File: config.mk
export PLATFORM = sky130hd
export DESIGN_NAME = sdram_di_port_ctrl_flat
export DESIGN_NICKNAME = d
export VERILOG_FILES = /design/src/rtl/sdram_di_port_ctrl_if.sv /design/src/rtl/sdram_di_port_ctrl.sv /design/src/flat_wrapper.sv
export SDC_FILE = /design/constraint.sdc
export NUM_CORES = 1
export LEC_CHECK = 0
export CAP_MARGIN = 20
export CORE_ASPECT_RATIO = 0.6
export CORE_MARGIN = 3
export CORE_UTILIZATION = 44
export CTS_CLUSTER_DIAMETER = 60
export DETAILED_ROUTE_END_ITERATION = 8
export PLACE_DENSITY = 0.78
export SLEW_MARGIN = 15
export SYNTH_ARGS = -nofsm -noshare
export SYNTH_HDL_FRONTEND = slang
export SYNTH_SLANG_ARGS = --single-unit
File: constraint.sdc
create_clock -name ifclk -period 7 [get_ports ifclk]
set_input_delay 1.4 -clock ifclk [delete_from_list [all_inputs] [get_ports ifclk]]
set_output_delay 1.4 -clock ifclk [all_outputs]
set_load 0.01 [all_outputs]
File: src/rtl/sdram_di_port_ctrl_if.sv
// MCB user-port bundle (command, write FIFO, read FIFO) for one 32-bit Spartan-6 port.
// master = controller side, slave = MCB side.
interface sdram_di_port_ctrl_if;
    logic        p_cmd_en;
    logic [2:0]  p_cmd_instr;
    logic [5:0]  p_cmd_bl;
    logic [29:0] p_cmd_byte_addr;
    logic        p_cmd_full;
    logic        p_wr_en;
    logic [3:0]  p_wr_mask;
    logic [31:0] p_wr_data;
    logic        p_wr_full;
    logic        p_wr_underrun;
    logic        p_wr_error;
    logic        p_rd_en;
    logic [31:0] p_rd_data;
    logic        p_rd_empty;
    logic        p_rd_overflow;
    logic        p_rd_error;

    modport master (
        output p_cmd_en, p_cmd_instr, p_cmd_bl, p_cmd_byte_addr,
        output p_wr_en, p_wr_mask, p_wr_data,
        output p_rd_en,
        input  p_cmd_full, p_wr_full, p_wr_underrun, p_wr_error,
        input  p_rd_data, p_rd_empty, p_rd_overflow, p_rd_error
    );

    modport slave (
        input  p_cmd_en, p_cmd_instr, p_cmd_bl, p_cmd_byte_addr,
        input  p_wr_en, p_wr_mask, p_wr_data,
        input  p_rd_en,
        output p_cmd_full, p_wr_full, p_wr_underrun, p_wr_error,
        output p_rd_data, p_rd_empty, p_rd_overflow, p_rd_error
    );
endinterface

File: src/rtl/sdram_di_port_ctrl.sv
// Host di_* block transfers to one MCB user port as bursts of up to BURST_LEN words.
// Optional command counters and status[15:8] when SDRAM_DI_STATS_EN is defined.
//
// state    | meaning
// IDLE     | waiting for a write-mode rise or read request on our terminal
// WR_FILL  | pushing host words into the MCB write FIFO
// WR_CMD   | holding a write command until the command FIFO takes it
// RD_CMD   | holding a read command until the command FIFO takes it
// RD_DATA  | handing read-FIFO words to the host
// RD_FLUSH | read aborted: draining the rest of the outstanding burst
module sdram_di_port_ctrl #(
    parameter int          BURST_LEN = 32,
    parameter logic [15:0] TERM_ADDR = 16'h0010
) (
    input  logic        ifclk,
    input  logic        resetb,
    input  logic [15:0] di_term_addr,
    input  logic [31:0] di_reg_addr,
    input  logic [31:0] di_len,
    input  logic        di_read_mode,
    input  logic        di_read_req,
    input  logic        di_read,
    input  logic        di_write_mode,
    input  logic        di_write,
    input  logic [31:0] di_reg_datai,
    output logic        di_read_rdy,
    output logic [31:0] di_reg_datao,
    output logic        di_write_rdy,
    output logic [15:0] di_transfer_status,
    sdram_di_port_ctrl_if.master mcb
`ifdef SDRAM_DI_STATS_EN
    ,
    output logic [15:0] stat_wr_cmds,
    output logic [15:0] stat_rd_cmds
`endif
);

    typedef enum logic [2:0] {
        S_IDLE, S_WR_FILL, S_WR_CMD, S_RD_CMD, S_RD_DATA, S_RD_FLUSH
    } state_t;

    localparam logic [6:0]  BL_W  = 7'(BURST_LEN);
    localparam logic [29:0] BL_30 = 30'(BURST_LEN);

    state_t      state_q, state_d;
    logic [29:0] addr_q, addr_d;
    logic [29:0] rem_q, rem_d;
    logic [6:0]  wcnt_q, wcnt_d;
    logic [6:0]  rcnt_q, rcnt_d;
    logic        wm_prev_q, wm_prev_d;
    logic [3:0]  status_q, status_d;

    logic        sel, wm_s, rm_s, rd_req_s, wr_s, rd_s, wr_rise;
    logic [32:0] len_sum;
    logic [29:0] nwords, start_addr;
    logic [6:0]  rd_burst, wcnt_m1, rburst_m1;
    logic [3:0]  err_evt;
    logic        start;

    logic        cmd_en, wr_rdy, rd_rdy, wr_en, rd_en;
    logic [2:0]  cmd_instr;
    logic [5:0]  cmd_bl;
    logic [29:0] cmd_addr;
    logic [31:0] datao;
    logic        unused_ok;

    assign sel        = (di_term_addr == TERM_ADDR);
    assign wm_s       = sel & di_write_mode;
    assign rm_s       = sel & di_read_mode;
    assign rd_req_s   = sel & di_read_req;
    assign wr_s       = sel & di_write;
    assign rd_s       = sel & di_read;
    assign wr_rise    = wm_s & ~wm_prev_q;
    assign len_sum    = {1'b0, di_len} + 33'd3;
    assign nwords     = len_sum[31:2];
    assign start_addr = {di_reg_addr[29:2], 2'b00};
    assign rd_burst   = (rem_q >= BL_30) ? BL_W : rem_q[6:0];
    assign wcnt_m1    = wcnt_q - 7'd1;
    assign rburst_m1  = rd_burst - 7'd1;
    assign err_evt    = {mcb.p_rd_error, mcb.p_rd_overflow, mcb.p_wr_error, mcb.p_wr_underrun};
    assign unused_ok  = ^{len_sum[32], len_sum[1:0], di_reg_addr[31:30], di_reg_addr[1:0]};

    always_comb begin
        state_d   = state_q;
        addr_d    = addr_q;
        rem_d     = rem_q;
        wcnt_d    = wcnt_q;
        rcnt_d    = rcnt_q;
        wm_prev_d = wm_s;
        start     = 1'b0;
        cmd_en    = 1'b0;
        cmd_instr = 3'b000;
        cmd_bl    = 6'd0;
        cmd_addr  = 30'd0;
        wr_rdy    = 1'b0;
        wr_en     = 1'b0;
        rd_rdy    = 1'b0;
        rd_en     = 1'b0;
        datao     = 32'd0;

        case (state_q)
            S_IDLE: begin
                if (wr_rise && nwords != 30'd0) begin
                    addr_d  = start_addr;
                    rem_d   = nwords;
                    wcnt_d  = 7'd0;
                    start   = 1'b1;
                    state_d = S_WR_FILL;
                end else if (rd_req_s && nwords != 30'd0) begin
                    addr_d  = start_addr;
                    rem_d   = nwords;
                    rcnt_d  = 7'd0;
                    start   = 1'b1;
                    state_d = S_RD_CMD;
                end
            end
            S_WR_FILL: begin
                wr_rdy = ~mcb.p_wr_full & (wcnt_q < BL_W) & (rem_q != 30'd0);
                wr_en  = wr_s & wr_rdy;
                if (wr_en) begin
                    wcnt_d = wcnt_q + 7'd1;
                    rem_d  = rem_q - 30'd1;
                end
                // An abort still flushes whatever was already pushed as a short burst.
                if (!wm_s) begin
                    if (wcnt_d != 7'd0) begin
                        rem_d   = 30'd0;
                        state_d = S_WR_CMD;
                    end else begin
                        state_d = S_IDLE;
                    end
                end else if (wcnt_q == BL_W || (rem_q == 30'd0 && wcnt_q != 7'd0)) begin
                    state_d = S_WR_CMD;
                end
            end
            S_WR_CMD: begin
                cmd_en    = 1'b1;
                cmd_instr = 3'b000;
                cmd_bl    = wcnt_m1[5:0];
                cmd_addr  = addr_q;
                if (!mcb.p_cmd_full) begin
                    addr_d  = addr_q + {21'd0, wcnt_q, 2'b00};
                    wcnt_d  = 7'd0;
                    state_d = (rem_q != 30'd0) ? S_WR_FILL : S_IDLE;
                end
            end
            S_RD_CMD: begin
                cmd_en    = 1'b1;
                cmd_instr = 3'b001;
                cmd_bl    = rburst_m1[5:0];
                cmd_addr  = addr_q;
                if (!mcb.p_cmd_full) begin
                    rcnt_d  = rd_burst;
                    addr_d  = addr_q + {21'd0, rd_burst, 2'b00};
                    rem_d   = rem_q - {23'd0, rd_burst};
                    // A command taken in the abort cycle still returns data that must be drained.
                    state_d = rm_s ? S_RD_DATA : S_RD_FLUSH;
                end else if (!rm_s) begin
                    state_d = S_IDLE;
                end
            end
            S_RD_DATA: begin
                rd_rdy = ~mcb.p_rd_empty & (rcnt_q != 7'd0);
                datao  = mcb.p_rd_data;
                rd_en  = rd_s & rd_rdy;
                if (rd_en) rcnt_d = rcnt_q - 7'd1;
                if (!rm_s) begin
                    state_d = S_RD_FLUSH;
                end else if (rcnt_q == 7'd0) begin
                    state_d = (rem_q != 30'd0) ? S_RD_CMD : S_IDLE;
                end
            end
            S_RD_FLUSH: begin
                rd_en = ~mcb.p_rd_empty & (rcnt_q != 7'd0);
                if (rd_en) rcnt_d = rcnt_q - 7'd1;
                if (rcnt_q == 7'd0) state_d = S_IDLE;
            end
            default: state_d = S_IDLE;
        endcase

        status_d = (start ? 4'd0 : status_q) | err_evt;
    end

`ifdef SDRAM_DI_STATS_EN
    logic [15:0] stat_wr_q, stat_wr_d, stat_rd_q, stat_rd_d;
    logic [7:0]  stat_sum;
    logic        cmd_acc;

    assign cmd_acc = cmd_en & ~mcb.p_cmd_full;

    always_comb begin
        stat_wr_d = stat_wr_q;
        stat_rd_d = stat_rd_q;
        if (cmd_acc && state_q == S_WR_CMD && stat_wr_q != 16'hFFFF) stat_wr_d = stat_wr_q + 16'd1;
        if (cmd_acc && state_q == S_RD_CMD && stat_rd_q != 16'hFFFF) stat_rd_d = stat_rd_q + 16'd1;
    end

    assign stat_sum           = stat_wr_q[7:0] + stat_rd_q[7:0];
    assign stat_wr_cmds       = stat_wr_q;
    assign stat_rd_cmds       = stat_rd_q;
    assign di_transfer_status = {stat_sum, 4'd0, status_q};
`else
    assign di_transfer_status = {12'd0, status_q};
`endif

    always_ff @(posedge ifclk or negedge resetb) begin
        if (!resetb) begin
            state_q   <= S_IDLE;
            addr_q    <= 30'd0;
            rem_q     <= 30'd0;
            wcnt_q    <= 7'd0;
            rcnt_q    <= 7'd0;
            wm_prev_q <= 1'b0;
            status_q  <= 4'd0;
`ifdef SDRAM_DI_STATS_EN
            stat_wr_q <= 16'd0;
            stat_rd_q <= 16'd0;
`endif
        end else begin
            state_q   <= state_d;
            addr_q    <= addr_d;
            rem_q     <= rem_d;
            wcnt_q    <= wcnt_d;
            rcnt_q    <= rcnt_d;
            wm_prev_q <= wm_prev_d;
            status_q  <= status_d;
`ifdef SDRAM_DI_STATS_EN
            stat_wr_q <= stat_wr_d;
            stat_rd_q <= stat_rd_d;
`endif
        end
    end

    assign di_write_rdy        = wr_rdy;
    assign di_read_rdy         = rd_rdy;
    assign di_reg_datao        = datao;
    assign mcb.p_cmd_en        = cmd_en;
    assign mcb.p_cmd_instr     = cmd_instr;
    assign mcb.p_cmd_bl        = cmd_bl;
    assign mcb.p_cmd_byte_addr = cmd_addr;
    assign mcb.p_wr_en         = wr_en;
    assign mcb.p_wr_mask       = 4'd0;
    assign mcb.p_wr_data       = di_reg_datai;
    assign mcb.p_rd_en         = rd_en;

endmodule

File: src/flat_wrapper.sv
// flat-port wrapper written by rule: the top's interface ports become plain ports
module sdram_di_port_ctrl_flat 
#(
    parameter int          BURST_LEN = 32,
    parameter logic [15:0] TERM_ADDR = 16'h0010
)
  (ifclk, resetb, di_term_addr, di_reg_addr, di_len, di_read_mode, di_read_req, di_read, di_write_mode, di_write, di_reg_datai, di_read_rdy, di_reg_datao, di_write_rdy, di_transfer_status, mcb_p_cmd_en, mcb_p_cmd_instr, mcb_p_cmd_bl, mcb_p_cmd_byte_addr, mcb_p_wr_en, mcb_p_wr_mask, mcb_p_wr_data, mcb_p_rd_en, mcb_p_cmd_full, mcb_p_wr_full, mcb_p_wr_underrun, mcb_p_wr_error, mcb_p_rd_data, mcb_p_rd_empty, mcb_p_rd_overflow, mcb_p_rd_error);
  sdram_di_port_ctrl_if mcb_i ();
  input  logic ifclk;
  input  logic resetb;
  input  logic [15:0] di_term_addr;
  input  logic [31:0] di_reg_addr;
  input  logic [31:0] di_len;
  input  logic di_read_mode;
  input  logic di_read_req;
  input  logic di_read;
  input  logic di_write_mode;
  input  logic di_write;
  input  logic [31:0] di_reg_datai;
  output logic di_read_rdy;
  output logic [31:0] di_reg_datao;
  output logic di_write_rdy;
  output logic [15:0] di_transfer_status;
  output wire logic [$bits(mcb_i.p_cmd_en)-1:0] mcb_p_cmd_en;
  output wire logic [$bits(mcb_i.p_cmd_instr)-1:0] mcb_p_cmd_instr;
  output wire logic [$bits(mcb_i.p_cmd_bl)-1:0] mcb_p_cmd_bl;
  output wire logic [$bits(mcb_i.p_cmd_byte_addr)-1:0] mcb_p_cmd_byte_addr;
  output wire logic [$bits(mcb_i.p_wr_en)-1:0] mcb_p_wr_en;
  output wire logic [$bits(mcb_i.p_wr_mask)-1:0] mcb_p_wr_mask;
  output wire logic [$bits(mcb_i.p_wr_data)-1:0] mcb_p_wr_data;
  output wire logic [$bits(mcb_i.p_rd_en)-1:0] mcb_p_rd_en;
  input wire logic [$bits(mcb_i.p_cmd_full)-1:0] mcb_p_cmd_full;
  input wire logic [$bits(mcb_i.p_wr_full)-1:0] mcb_p_wr_full;
  input wire logic [$bits(mcb_i.p_wr_underrun)-1:0] mcb_p_wr_underrun;
  input wire logic [$bits(mcb_i.p_wr_error)-1:0] mcb_p_wr_error;
  input wire logic [$bits(mcb_i.p_rd_data)-1:0] mcb_p_rd_data;
  input wire logic [$bits(mcb_i.p_rd_empty)-1:0] mcb_p_rd_empty;
  input wire logic [$bits(mcb_i.p_rd_overflow)-1:0] mcb_p_rd_overflow;
  input wire logic [$bits(mcb_i.p_rd_error)-1:0] mcb_p_rd_error;
  assign mcb_p_cmd_en = mcb_i.p_cmd_en;
  assign mcb_p_cmd_instr = mcb_i.p_cmd_instr;
  assign mcb_p_cmd_bl = mcb_i.p_cmd_bl;
  assign mcb_p_cmd_byte_addr = mcb_i.p_cmd_byte_addr;
  assign mcb_p_wr_en = mcb_i.p_wr_en;
  assign mcb_p_wr_mask = mcb_i.p_wr_mask;
  assign mcb_p_wr_data = mcb_i.p_wr_data;
  assign mcb_p_rd_en = mcb_i.p_rd_en;
  assign mcb_i.p_cmd_full = mcb_p_cmd_full;
  assign mcb_i.p_wr_full = mcb_p_wr_full;
  assign mcb_i.p_wr_underrun = mcb_p_wr_underrun;
  assign mcb_i.p_wr_error = mcb_p_wr_error;
  assign mcb_i.p_rd_data = mcb_p_rd_data;
  assign mcb_i.p_rd_empty = mcb_p_rd_empty;
  assign mcb_i.p_rd_overflow = mcb_p_rd_overflow;
  assign mcb_i.p_rd_error = mcb_p_rd_error;
  sdram_di_port_ctrl #(.BURST_LEN(BURST_LEN), .TERM_ADDR(TERM_ADDR)) u_core (.ifclk(ifclk), .resetb(resetb), .di_term_addr(di_term_addr), .di_reg_addr(di_reg_addr), .di_len(di_len), .di_read_mode(di_read_mode), .di_read_req(di_read_req), .di_read(di_read), .di_write_mode(di_write_mode), .di_write(di_write), .di_reg_datai(di_reg_datai), .di_read_rdy(di_read_rdy), .di_reg_datao(di_reg_datao), .di_write_rdy(di_write_rdy), .di_transfer_status(di_transfer_status), .mcb(mcb_i));
endmodule
==> results of run 1 <==
## cell usage after synthesis (7+ instances only)
| cell | instances |
|---|---|
| sky130_fd_sc_hd__nor2_1 | 112 |
| sky130_fd_sc_hd__nand2_1 | 93 |
| sky130_fd_sc_hd__a21oi_1 | 82 |
| sky130_fd_sc_hd__dfrtp_1 | 80 |
| sky130_fd_sc_hd__o21ai_0 | 73 |
| sky130_fd_sc_hd__and3_1 | 65 |
| sky130_fd_sc_hd__clkbuf_1 | 59 |
| sky130_fd_sc_hd__buf_4 | 52 |
| sky130_fd_sc_hd__nor3_1 | 42 |
| sky130_fd_sc_hd__nand3_1 | 37 |
| sky130_fd_sc_hd__xnor2_1 | 34 |
| sky130_fd_sc_hd__inv_1 | 29 |
| sky130_fd_sc_hd__nor4_1 | 28 |
| sky130_fd_sc_hd__a31oi_1 | 23 |
| sky130_fd_sc_hd__o22ai_1 | 23 |
| sky130_fd_sc_hd__xor2_1 | 21 |
| sky130_fd_sc_hd__o21ai_1 | 16 |
| sky130_fd_sc_hd__ha_1 | 15 |
| sky130_fd_sc_hd__nand4_1 | 15 |
| sky130_fd_sc_hd__or3_1 | 14 |
| sky130_fd_sc_hd__a211oi_1 | 12 |
| sky130_fd_sc_hd__buf_2 | 12 |
| sky130_fd_sc_hd__or4_1 | 12 |
| sky130_fd_sc_hd__or2_2 | 11 |
| sky130_fd_sc_hd__o22a_1 | 10 |
| sky130_fd_sc_hd__a21o_1 | 9 |
| sky130_fd_sc_hd__nand2b_1 | 9 |
| sky130_fd_sc_hd__a41oi_1 | 7 |
## layout by cell type, fill, tap and decap left out, types with 16 or more instances in the layout
| master | count |
|---|---|
| sky130_fd_sc_hd__nor3_1 | 42 |
| sky130_fd_sc_hd__and3_1 | 65 |
| sky130_fd_sc_hd__o21ai_0 | 73 |
| sky130_fd_sc_hd__xnor2_1 | 34 |
| sky130_fd_sc_hd__buf_4 | 18 |
| sky130_fd_sc_hd__o22ai_1 | 23 |
| sky130_fd_sc_hd__nand2_1 | 93 |
| sky130_fd_sc_hd__xor2_1 | 21 |
| sky130_fd_sc_hd__a21oi_1 | 81 |
| sky130_fd_sc_hd__dfrtp_1 | 80 |
| sky130_fd_sc_hd__clkdlybuf4s50_1 | 196 |
| sky130_fd_sc_hd__nor2_1 | 112 |
| sky130_fd_sc_hd__nand3_1 | 37 |
| sky130_fd_sc_hd__inv_1 | 29 |
| sky130_fd_sc_hd__conb_1 | 21 |
| sky130_fd_sc_hd__nor4_1 | 28 |
| sky130_fd_sc_hd__o21ai_1 | 16 |
| sky130_fd_sc_hd__a31oi_1 | 23 |
## cells by family after synthesis
group / count (synthesis) / share of synthesized area, %
simple gates: 477 / 30.6
compound gates: 326 / 25.7
buf+inv: 156 / 9.77
flops: 80 / 24.6
xor+xnor: 55 / 5.91
fa+ha+maj: 16 / 2.55
mux: 6 / 0.783
other cells: 1 / 0.0460
## how the worst max path moves through the flow
stage	from	to	slack (ns)	cells after the start
final	u_core.rem_q[22]	mcb_p_cmd_bl[2]	0.93	9
after global routing	u_core.rem_q[18]	u_core.addr_q[28]	0.83	16
after CTS	u_core.rem_q[22]	mcb_p_cmd_bl[2]	1.06	9
after detailed placement	u_core.rem_q[22]	u_core.addr_q[26]	1.30	14
after global placement	di_len[11]	u_core.addr_q[11]	1.43	10
after floorplan	u_core.rem_q[22]	u_core.addr_q[16]	2.29	16
## power groups by stage
stage / logic [W] / clock network (W) / registers [W]
CTS: 0.00201 / 0.000523 / 0.000930
floorplan: 0.00142 / 0 / 0.000801
global route: 0.00223 / 0.000540 / 0.000979
finish: 0.00204 / 0.000522 / 0.000954
global placement: 0.00195 / 0 / 0.000928
detailed placement: 0.00199 / 0 / 0.000935
## routing by layer
metal | part of all wire, % | routed length [um] | vias to the layer above
li1 | - | - | 4272
met2 | 41 | 12100 | 620
met4 | 1.2 | 352 | 0
met5 | 0 | 0 | -
met1 | 45 | 13400 | 4360
met3 | 13 | 3970 | 42
## state kept, by name (all words and copies together) (netlist names)
signal / count
u_core.status_q: 4
u_core.rem_q: 30
u_core.addr_q: 28
u_core.rcnt_q: 7
u_core.wcnt_q: 7
u_core.state_q: 3
u_core.wm_prev_q: 1
## metrics by stage
stage | total power (W) | utilization, % | instance area [sq um] | worst slack, ns | hold WS (ns)
after floorplan | 0.00223 | - | 8220 | 2.29 | 0.453
after global placement | 0.00287 | 56.3 | 9930 | 1.43 | 0.459
after detailed placement | 0.00293 | 56.3 | 9930 | 1.30 | 0.466
after CTS | 0.00346 | 58.1 | 10300 | 1.06 | 0.481
after global routing | 0.00375 | 58.1 | 10300 | 0.834 | 0.498
final | 0.00352 | 58.1 | 10300 | 0.933 | 0.478
## worst max-delay path, delay by kind of cell, from the launching register on
family	cells	cell delay, ns
buf+inv	2	0.65
compound gates	2	0.75
simple gates	4	2.23
flops	1	0.46
fa+ha+maj	1	0.21
## area by class of cell
class	count	area (sq um)	share of cell area, %
multi-input cells	901	5430	53.0
repair buffers	214	2100	20.5
flip-flops and latches	80	2000	19.5
well taps	234	293	2.86
clock buffers	9	225	2.20
inverters	30	113	1.10
clock inverters	6	93.8	0.915
==> results.ini, run 1 <==
[run_status]
run_status=complete, no violations

[cts]
clock_tree.root_cell=sky130_fd_sc_hd__clkbuf_16
cts_tree=done
numClockSinks=80
worstSkewPairLatency_ns=0.35
cts.reportedPaths.clkPinSlew_ns=0.07
cts_post_setup_buffers_inserted=0
postCtsHoldBufs=0
cts.htree.levels=3
cts-resized-gates=0
cts-buffers-inserted=9
clk_path_buf_depth=2

[grt]
groute.usage.overall_pct=28.0
global_route.peak_usage_layer=met1
vias_in_the_first_global_route=8212
grt_pass1_wl_um=46300
grt_max_degree=55
met1_resource_use_gr_pct=43.5
grt_overflow=0
antenna_found_initial=0
use_met3_pct=9.50
grt_util_met2_pct=37.5

[drt]
detail_route.vias_per_cell=6.31
detailroute.via_count=9294
routedWlPerCell_um=20.2
drcViolationCount=0
detailedRoute.firstPassIterationCount=7
route.final.wire_length_um=29800
drt-initial-drc-count=1423
postRouteAntennaNets=0

[timing]
relSlewSlack_pct=35.8
tightestPinTransition_ns=0.959
clock_skew_ns=0.0131
min_period_over_period_pct=86.7
layout_min_cycle_time_ns=6.07
fmaxAchievable_ghz=0.165
grt_setup_unrepaired=false
hold_viol_final=0
finalSetupViolCount=0
tns_ns=0
final_max_slew_viol_count=0

[worst_setup_path]
end_kind=output pin
cp_cell_sequence=or4_4, or4_1, or4_1, o31ai_2, inv_2, ha_1, or2_2, a21oi_1, clkdlybuf4s50_1
worst_path_largest_cell_delay_ns=0.73
timing.critical_path.required_ns=5.60
critical-path-top-cell-by-count=sky130_fd_sc_hd__or4_1
critical_path_peak_fanout=9
reg2reg_depth=15
crit_path_start_kind=flip-flop
r2r_start=u_core.rem_q[22]
rrSetupSlack_ns=1.12
timing.critical_path.arrival_ns=4.67
reg2reg_to=u_core.addr_q[28]
critical-path-slowest-cell=sky130_fd_sc_hd__or4_1
path_class=flip-flop to output pin

[worst_hold_path]
hold_depth=1
min-delay-path-class=flip-flop to flip-flop
holdCritStartpoint=u_core.status_q[3]
worst_hold_path.endpoint=u_core.status_q[3]

[place]
place.port_buffers=197
detailedPlacementHpwl_um=22400
gp_congestion=0.957
dpl.cell_count=1459

[finish]
n_antenna_cell=0
final-instance-count-excl-fill=1474
area_growth_synth_to_finish_pct=25.9
finish.net_count=1410
post_route_cells_drive_above_1_share_pct=5.65
nFillCells=1621

[synthesis]
ys.flop_type=sky130_fd_sc_hd__dfrtp_1
share_of_synthesized_flip_flops_with_an_asynchronous_set_or_reset_pct=100
synth_seq_cells=80
yosys-top-cells-area=sky130_fd_sc_hd__dfrtp_1, sky130_fd_sc_hd__nor2_1, sky130_fd_sc_hd__a21oi_1
warnings_synthesis=0
synth.cell_area_sq_mm=0.00815
synth-edff-count=0
synth_cells=1117
synth_top_area_share_pct=24.6
synth.largest_area_cell=sky130_fd_sc_hd__dfrtp_1
syn-mean-instance-area_sq_um=7.29
sequential_share_of_the_synthesized_area_pct=24.6
synth_cell_types=81

[power_and_ir_drop]
power.share.sequential_pct=27.1
comb_power_share_pct=58.1
power.net_switching_w=0.00172
vdd_drop_max_v=0.000203
p_leak_nw=4.03
internal_power_w=0.00180
power_switching_share_pct=48.9
power.share.clock_pct=14.8
powerDensity_mw_per_mm2=343

[die]
rows=37
die_w_um=182
die_area_sq_mm=0.0202
die_h_um=111
core_sq_mm=0.0176
initial_core_util_pct=46.2
top_level_ports=286

[job]
max-cap-violations=0

Note: power is estimated with default switching activity, not from simulation.
==> run 2: changes to the inputs <==
- CORE_UTILIZATION: 44 -> 50
- PLACE_DENSITY: 0.78 -> 0.91
==> results.ini, run 2 (synthesis results as in run 1) <==
[run_status]
run_status=complete, no violations  ; unchanged

[finish]
final_core_util_pct=65.4  ; was 58.1%
flip_flop_count_of_the_largest_register_all_copies_and_words_added=30  ; unchanged
finish.net_count=1409  ; was 1,410
layout_commonest_cell=sky130_fd_sc_hd__clkdlybuf4s50_1  ; unchanged
reg_top3=u_core.rem_q: 30 flops, u_core.addr_q: 28 flops  ; unchanged
area_growth_synth_to_finish_pct=25.6  ; was 25.9%
registers.top_by_ff_count=u_core.rem_q  ; unchanged
layout.cell_area.non_filler_sq_mm=0.0102  ; was 0.0103 sq mm
leading_cell_types_in_the_layout_fill_and_taps_excluded=sky130_fd_sc_hd__clkdlybuf4s50_1, sky130_fd_sc_hd__nor2_1, sky130_fd_sc_hd__nand2_1  ; unchanged
post_route_cells_drive_above_1_share_pct=5.65  ; unchanged
n_antenna_cell=0  ; unchanged

[place]
gp_congestion=1.03  ; was 0.957
pre_cts_slack_ns=1.40  ; was 1.30 ns
detailedPlacementHpwl_um=22300  ; was 22,400 um
dpl-instance-area_sq_mm=0.00987  ; was 0.00993 sq mm
place.port_buffers=197  ; unchanged

[worst_setup_path]
worst-path-buf-inv=1  ; was 2
timing.critical_path.arrival_ns=4.65  ; was 4.67 ns
path_class=flip-flop to output pin  ; unchanged
worst_setup_path_endpoint=mcb_p_cmd_bl[2]  ; unchanged
rrSetupSlack_ns=1.15  ; was 1.12 ns
reg2reg_to=u_core.addr_q[26]  ; was u_core.addr_q[28]
critical_path_peak_fanout=6  ; was 9
crit_path_start_kind=flip-flop  ; unchanged
worst_path_largest_cell_delay_ns=0.81  ; was 0.73 ns
cp.depth=8  ; was 9
crit_family=simple AND/OR/NAND/NOR gates  ; unchanged
reg2reg_depth=15  ; unchanged
critical-path-slowest-cell=sky130_fd_sc_hd__nor4_1  ; was sky130_fd_sc_hd__or4_1
end_kind=output pin  ; unchanged
timing.critical_path.required_ns=5.60  ; about the same
r2r_start=u_core.rem_q[22]  ; unchanged
cp_cell_sequence=or4_4, or4_1, nor4_1, a31oi_1, ha_1, or2_2, a21oi_1, clkdlybuf4s50_1  ; was or4_4, or4_1, or4_1, o31ai_2, inv_2, ha_1, or2_2, a21oi_1, clkdlybuf4s50_1
critPathLaunch=u_core.rem_q[22]  ; unchanged

[timing]
grt_setup_unrepaired=false  ; unchanged
fmaxAchievable_ghz=0.165  ; about the same
tightestPinTransition_ns=1.12  ; was 0.959 ns
clock_skew_ns=0.00946  ; was 0.0131 ns
final_max_slew_viol_count=0  ; unchanged
worst_slack_on_hold_paths_ns=0.479  ; was 0.478 ns
finalSetupViolCount=0  ; unchanged
layout_min_cycle_time_ns=6.05  ; was 6.07 ns
final_critical_path_setup_slack_ns=0.947  ; was 0.933 ns
tns_ns=0  ; unchanged
relSlewSlack_pct=24.8  ; was 35.8%
min_period_over_period_pct=86.5  ; was 86.7%
hold_viol_final=0  ; unchanged

[cts]
cts.reportedPaths.clkPinSlew_ns=0.07  ; about the same
cts-buffers-inserted=9  ; unchanged
cts.htree.levels=3  ; unchanged
postCtsHoldBufs=0  ; unchanged
numClockSinks=80  ; unchanged
clk_path_buf_depth=2  ; unchanged
cts_post_setup_buffers_inserted=0  ; unchanged
cts-resized-gates=0  ; unchanged
cts_tree=done  ; unchanged
clock_tree.root_cell=sky130_fd_sc_hd__clkbuf_16  ; unchanged
worstSkewPairLatency_ns=0.35  ; about the same

[worst_hold_path]
holdCritStartpoint=u_core.status_q[0]  ; was u_core.status_q[3]
min-delay-path-class=flip-flop to flip-flop  ; unchanged

[power_and_ir_drop]
power.share.sequential_pct=26.8  ; was 27.1%
power_switching_share_pct=49.3  ; was 48.9%
vdd_drop_max_v=0.000253  ; was 0.000203 V
p_leak_nw=4.04  ; was 4.03 nW
powerDensity_mw_per_mm2=349  ; was 343 mW/mm^2
power.share.clock_pct=15.4  ; was 14.8%
comb_power_share_pct=57.8  ; was 58.1%
internal_power_w=0.00181  ; was 0.00180 W
power.net_switching_w=0.00176  ; was 0.00172 W

[drt]
routedWlPerCell_um=20.7  ; was 20.2 um
drcViolationCount=0  ; unchanged
route.final.wire_length_um=29900  ; was 29,800 um
detailedRoute.firstPassIterationCount=8  ; was 7
detailroute.via_count=9474  ; was 9,294
detail_route.vias_per_cell=6.57  ; was 6.31
drt-initial-drc-count=1687  ; was 1,423
postRouteAntennaNets=0  ; unchanged

[die]
core_sq_mm=0.0156  ; was 0.0176 sq mm
die_w_um=171  ; was 182 um
rows=35  ; was 37
top_level_ports=286  ; unchanged
die_area_sq_mm=0.0179  ; was 0.0202 sq mm
initial_core_util_pct=52.1  ; was 46.2%
die_h_um=105  ; was 111 um

[job]
max-cap-violations=0  ; unchanged

[grt]
grt_pass1_wl_um=46200  ; was 46,300 um
antenna_found_initial=0  ; unchanged
vias_in_the_first_global_route=8545  ; was 8,212
grt_overflow=0  ; unchanged
groute.usage.overall_pct=31.7  ; was 28.0%
grt_max_degree=62  ; was 55

## run 2: cell count changes in the layout (fill, tap and decap cells not counted)
cell | previous run | this run
sky130_fd_sc_hd__clkbuf_2 | 0 | 1
sky130_fd_sc_hd__buf_4 | 18 | 15
sky130_fd_sc_hd__clkinv_4 | 2 | 0
sky130_fd_sc_hd__buf_8 | 0 | 1
sky130_fd_sc_hd__inv_8 | 0 | 3
## run 2: worst min path at each step
stage | end | cells after the start | slack (ns)
2_1_floorplan | u_core.addr_q[29] | 1 | 0.45
3_3_place_gp | u_core.status_q[2] | 1 | 0.46
3_5_place_dp | u_core.status_q[0] | 1 | 0.47
4_1_cts | u_core.status_q[0] | 1 | 0.48
5_1_grt | u_core.status_q[0] | 1 | 0.51
6_report | u_core.status_q[0] | 1 | 0.48
## run 2: layout make-up
cell class	count	area, sq um
multi-input combinational	901	5430
fill	1339	5410
timing repair buffer	213	2090
sequential	80	2000
tap	203	254
clock buffer	9	225
inverter	30	113
clock inverter	7	110
## run 2: metrics by stage
step,std cells,total power (W)
after global placement,1425,0.00285
after floorplan,1137,0.00223
after global routing,1443,0.00379
final,1443,0.00357
after detailed placement,1425,0.00292
after CTS,1441,0.00349
## run 2: power by group through the flow
stage          clock network [W]  registers, W  logic [W]
5_1_grt                 0.000572      0.000977    0.00224
3_5_place_dp                   0      0.000935    0.00199
3_3_place_gp                   0      0.000922    0.00193
4_1_cts                 0.000550      0.000931    0.00200
6_report                0.000550      0.000955    0.00207
2_1_floorplan                  0      0.000801    0.00142
## run 2: per-layer routing
metal	GRT usage, %	share of wire, %	routed length [um]	vias up
met5	0	0	0	-
met4	5.84	1.6	464	0
met3	13.7	16	4690	75
met2	43.5	41	12200	743
met1	46.1	42	12500	4384
li1	-	-	-	4272
## run 2: worst register-to-register path, stage by stage, from the launching register on
cell,delay [ns]
sky130_fd_sc_hd__dfrtp_1,0.45
sky130_fd_sc_hd__or4_4,0.61
sky130_fd_sc_hd__or4_1,0.58
sky130_fd_sc_hd__or4_1,0.73
sky130_fd_sc_hd__o31ai_2,0.58
sky130_fd_sc_hd__ha_1,0.30
sky130_fd_sc_hd__inv_1,0.06
sky130_fd_sc_hd__fa_1,0.37
sky130_fd_sc_hd__nor2b_1,0.17
sky130_fd_sc_hd__o21ai_0,0.14
sky130_fd_sc_hd__a21boi_0,0.36
sky130_fd_sc_hd__o21bai_1,0.18
sky130_fd_sc_hd__a211oi_1,0.76
sky130_fd_sc_hd__nand3_1,0.16
sky130_fd_sc_hd__a21oi_1,0.19
sky130_fd_sc_hd__o22a_1,0.16
==> run 3: changes to the inputs <==
- CORE_ASPECT_RATIO: 0.6 -> 1.25
==> results.ini, run 3 (synthesis results as in run 1) <==
[job]
max-cap-violations=0  ; unchanged

[finish]
layout_commonest_cell=sky130_fd_sc_hd__clkdlybuf4s50_1  ; unchanged
flip_flop_count_of_the_largest_register_all_copies_and_words_added=30  ; unchanged
finish.net_count=1403  ; was 1,409
reg_top3=u_core.rem_q: 30 flops, u_core.addr_q: 28 flops  ; unchanged
layout.cell_area.non_filler_sq_mm=0.0102  ; about the same
leading_cell_types_in_the_layout_fill_and_taps_excluded=sky130_fd_sc_hd__clkdlybuf4s50_1, sky130_fd_sc_hd__nor2_1, sky130_fd_sc_hd__nand2_1  ; unchanged
final_core_util_pct=64.5  ; was 65.4%
post_route_cells_drive_above_1_share_pct=5.35  ; was 5.65%
n_antenna_cell=0  ; unchanged
registers.top_by_ff_count=u_core.rem_q  ; unchanged
area_growth_synth_to_finish_pct=24.7  ; was 25.6%

[cts]
worstSkewPairLatency_ns=0.35  ; about the same
cts-buffers-inserted=9  ; unchanged
cts.htree.levels=3  ; unchanged
clock_tree.root_cell=sky130_fd_sc_hd__clkbuf_16  ; unchanged
clk_path_buf_depth=2  ; unchanged
postCtsHoldBufs=0  ; unchanged
cts_post_setup_buffers_inserted=0  ; unchanged
numClockSinks=80  ; unchanged
cts-resized-gates=0  ; unchanged
cts.reportedPaths.clkPinSlew_ns=0.07  ; about the same
cts_tree=done  ; unchanged

[die]
initial_core_util_pct=51.7  ; was 52.1%
rows=51  ; was 35
die_h_um=149  ; was 105 um
core_sq_mm=0.0158  ; was 0.0156 sq mm
top_level_ports=286  ; unchanged
die_area_sq_mm=0.0179  ; about the same
die_w_um=120  ; was 171 um

[power_and_ir_drop]
comb_power_share_pct=58.2  ; was 57.8%
power_switching_share_pct=49.6  ; was 49.3%
vdd_drop_max_v=0.000251  ; was 0.000253 V
power.share.clock_pct=13.4  ; was 15.4%
internal_power_w=0.00172  ; was 0.00181 W
finalPower_w=0.00341  ; was 0.00357 W
power.share.sequential_pct=28.4  ; was 26.8%
p_leak_nw=3.98  ; was 4.04 nW
powerDensity_mw_per_mm2=336  ; was 349 mW/mm^2
power.net_switching_w=0.00169  ; was 0.00176 W

[timing]
grt_setup_unrepaired=false  ; unchanged
relSlewSlack_pct=27.8  ; was 24.8%
fmaxAchievable_ghz=0.169  ; was 0.165 GHz
final_critical_path_setup_slack_ns=1.09  ; was 0.947 ns
tns_ns=0  ; unchanged
tightestPinTransition_ns=1.08  ; was 1.12 ns
hold_viol_final=0  ; unchanged
final_max_slew_viol_count=0  ; unchanged
clock_skew_ns=0.0106  ; was 0.00946 ns
layout_min_cycle_time_ns=5.91  ; was 6.05 ns
finalSetupViolCount=0  ; unchanged
min_period_over_period_pct=84.5  ; was 86.5%

[drt]
postRouteAntennaNets=0  ; unchanged
routedWlPerCell_um=19.4  ; was 20.7 um
route.final.wire_length_um=28100  ; was 29,900 um
detailroute.via_count=9374  ; was 9,474
drcViolationCount=0  ; unchanged
detailedRoute.firstPassIterationCount=8  ; unchanged
drt-initial-drc-count=1256  ; was 1,687
detail_route.vias_per_cell=6.48  ; was 6.57

[grt]
vias_in_the_first_global_route=8711  ; was 8,545
grt_overflow=0  ; unchanged
grt_max_degree=81  ; was 62
antenna_found_initial=0  ; unchanged
grt_pass1_wl_um=43400  ; was 46,200 um
groute.usage.overall_pct=29.7  ; was 31.7%

[place]
detailedPlacementHpwl_um=20600  ; was 22,300 um
gp_congestion=0.947  ; was 1.03
pre_cts_slack_ns=1.28  ; was 1.40 ns
dpl-instance-area_sq_mm=0.00985  ; was 0.00987 sq mm
place.port_buffers=197  ; unchanged

[worst_setup_path]
reg2reg_to=u_core.addr_q[18]  ; was u_core.addr_q[26]
timing.critical_path.required_ns=5.60  ; about the same
r2r_start=u_core.rem_q[22]  ; unchanged
crit_path_start_kind=flip-flop  ; unchanged
critical_path_peak_fanout=9  ; was 6
rrSetupSlack_ns=1.32  ; was 1.15 ns
end_kind=output pin  ; unchanged
path_class=flip-flop to output pin  ; unchanged
timing.critical_path.arrival_ns=4.51  ; was 4.65 ns
reg2reg_depth=15  ; unchanged

[worst_hold_path]
holdCritStartpoint=u_core.addr_q[29]  ; was u_core.status_q[0]
hold_depth=1  ; unchanged
min-delay-path-class=flip-flop to flip-flop  ; unchanged
worst_hold_path.endpoint=u_core.addr_q[29]  ; was u_core.status_q[0]

[run_status]
run_status=complete, no violations  ; unchanged

[run 3: cell count changes in the layout (fill, tap and decap cells not counted), sizes merged]
| cell | previous run | this run |
|---|---|---|
| buf | 16 | 11 |
| clkinvlp | 1 | 3 |
| bufinv | 2 | 0 |
| inv | 34 | 31 |
| clkinv | 0 | 2 |
[run 3: worst max-delay path by stage]
| stage | from | endpoint |
|---|---|---|
| finish | u_core.rem_q[22] | mcb_p_cmd_bl[2] |
| global route | u_core.rem_q[18] | mcb_p_cmd_bl[2] |
| CTS | u_core.rem_q[22] | mcb_p_cmd_bl[2] |
| detailed placement | di_term_addr[9] | mcb_p_rd_en |
| global placement | di_term_addr[9] | mcb_p_rd_en |
| floorplan | u_core.rem_q[22] | u_core.addr_q[16] |
[run 3: routing by layer]
metal  wire [um]  track usage (%)
met3        2670             5.40
met2       13500             50.6
met1       10100             34.6
met4        1830             18.4
met5           0                0
[run 3: area by class of cell]
type | count | area (sq um)
Multi-Input combinational cell | 901 | 5440
Clock inverter | 6 | 45.0
Clock buffer | 10 | 229
Tap cell | 212 | 265
Fill cell | 1369 | 5600
Timing Repair Buffer | 207 | 2060
Inverter | 30 | 113
Sequential cell | 80 | 2000
[run 3: through the flow]
step	hold slack [ns]	instances
after floorplan	0.453	1137
after global placement	0.458	1429
after detailed placement	0.471	1429
after CTS	0.486	1445
after global routing	0.509	1446
final	0.488	1446
[run 3: critical path, cell delays in order, from the launching register on]
cell and delay, ns:
sky130_fd_sc_hd__dfrtp_1 0.44, sky130_fd_sc_hd__or4_4 0.61, sky130_fd_sc_hd__or4_1 0.58, sky130_fd_sc_hd__or4_1 0.75, sky130_fd_sc_hd__o31ai_2 0.45, sky130_fd_sc_hd__inv_2 0.06
sky130_fd_sc_hd__ha_1 0.19, sky130_fd_sc_hd__or2_2 0.29, sky130_fd_sc_hd__a21oi_1 0.21, sky130_fd_sc_hd__clkdlybuf4s50_1 0.58
[run 3: power groups by stage]
| stage | Combinational (W) | Clock [W] | Sequential [W] |
|---|---|---|---|
| after global routing | 0.00218 | 0.000471 | 0.000995 |
| after global placement | 0.00189 | 0 | 0.000947 |
| after floorplan | 0.00142 | 0 | 0.000801 |
| final | 0.00199 | 0.000456 | 0.000971 |
| after CTS | 0.00195 | 0.000456 | 0.000950 |
| after detailed placement | 0.00194 | 0 | 0.000957 |
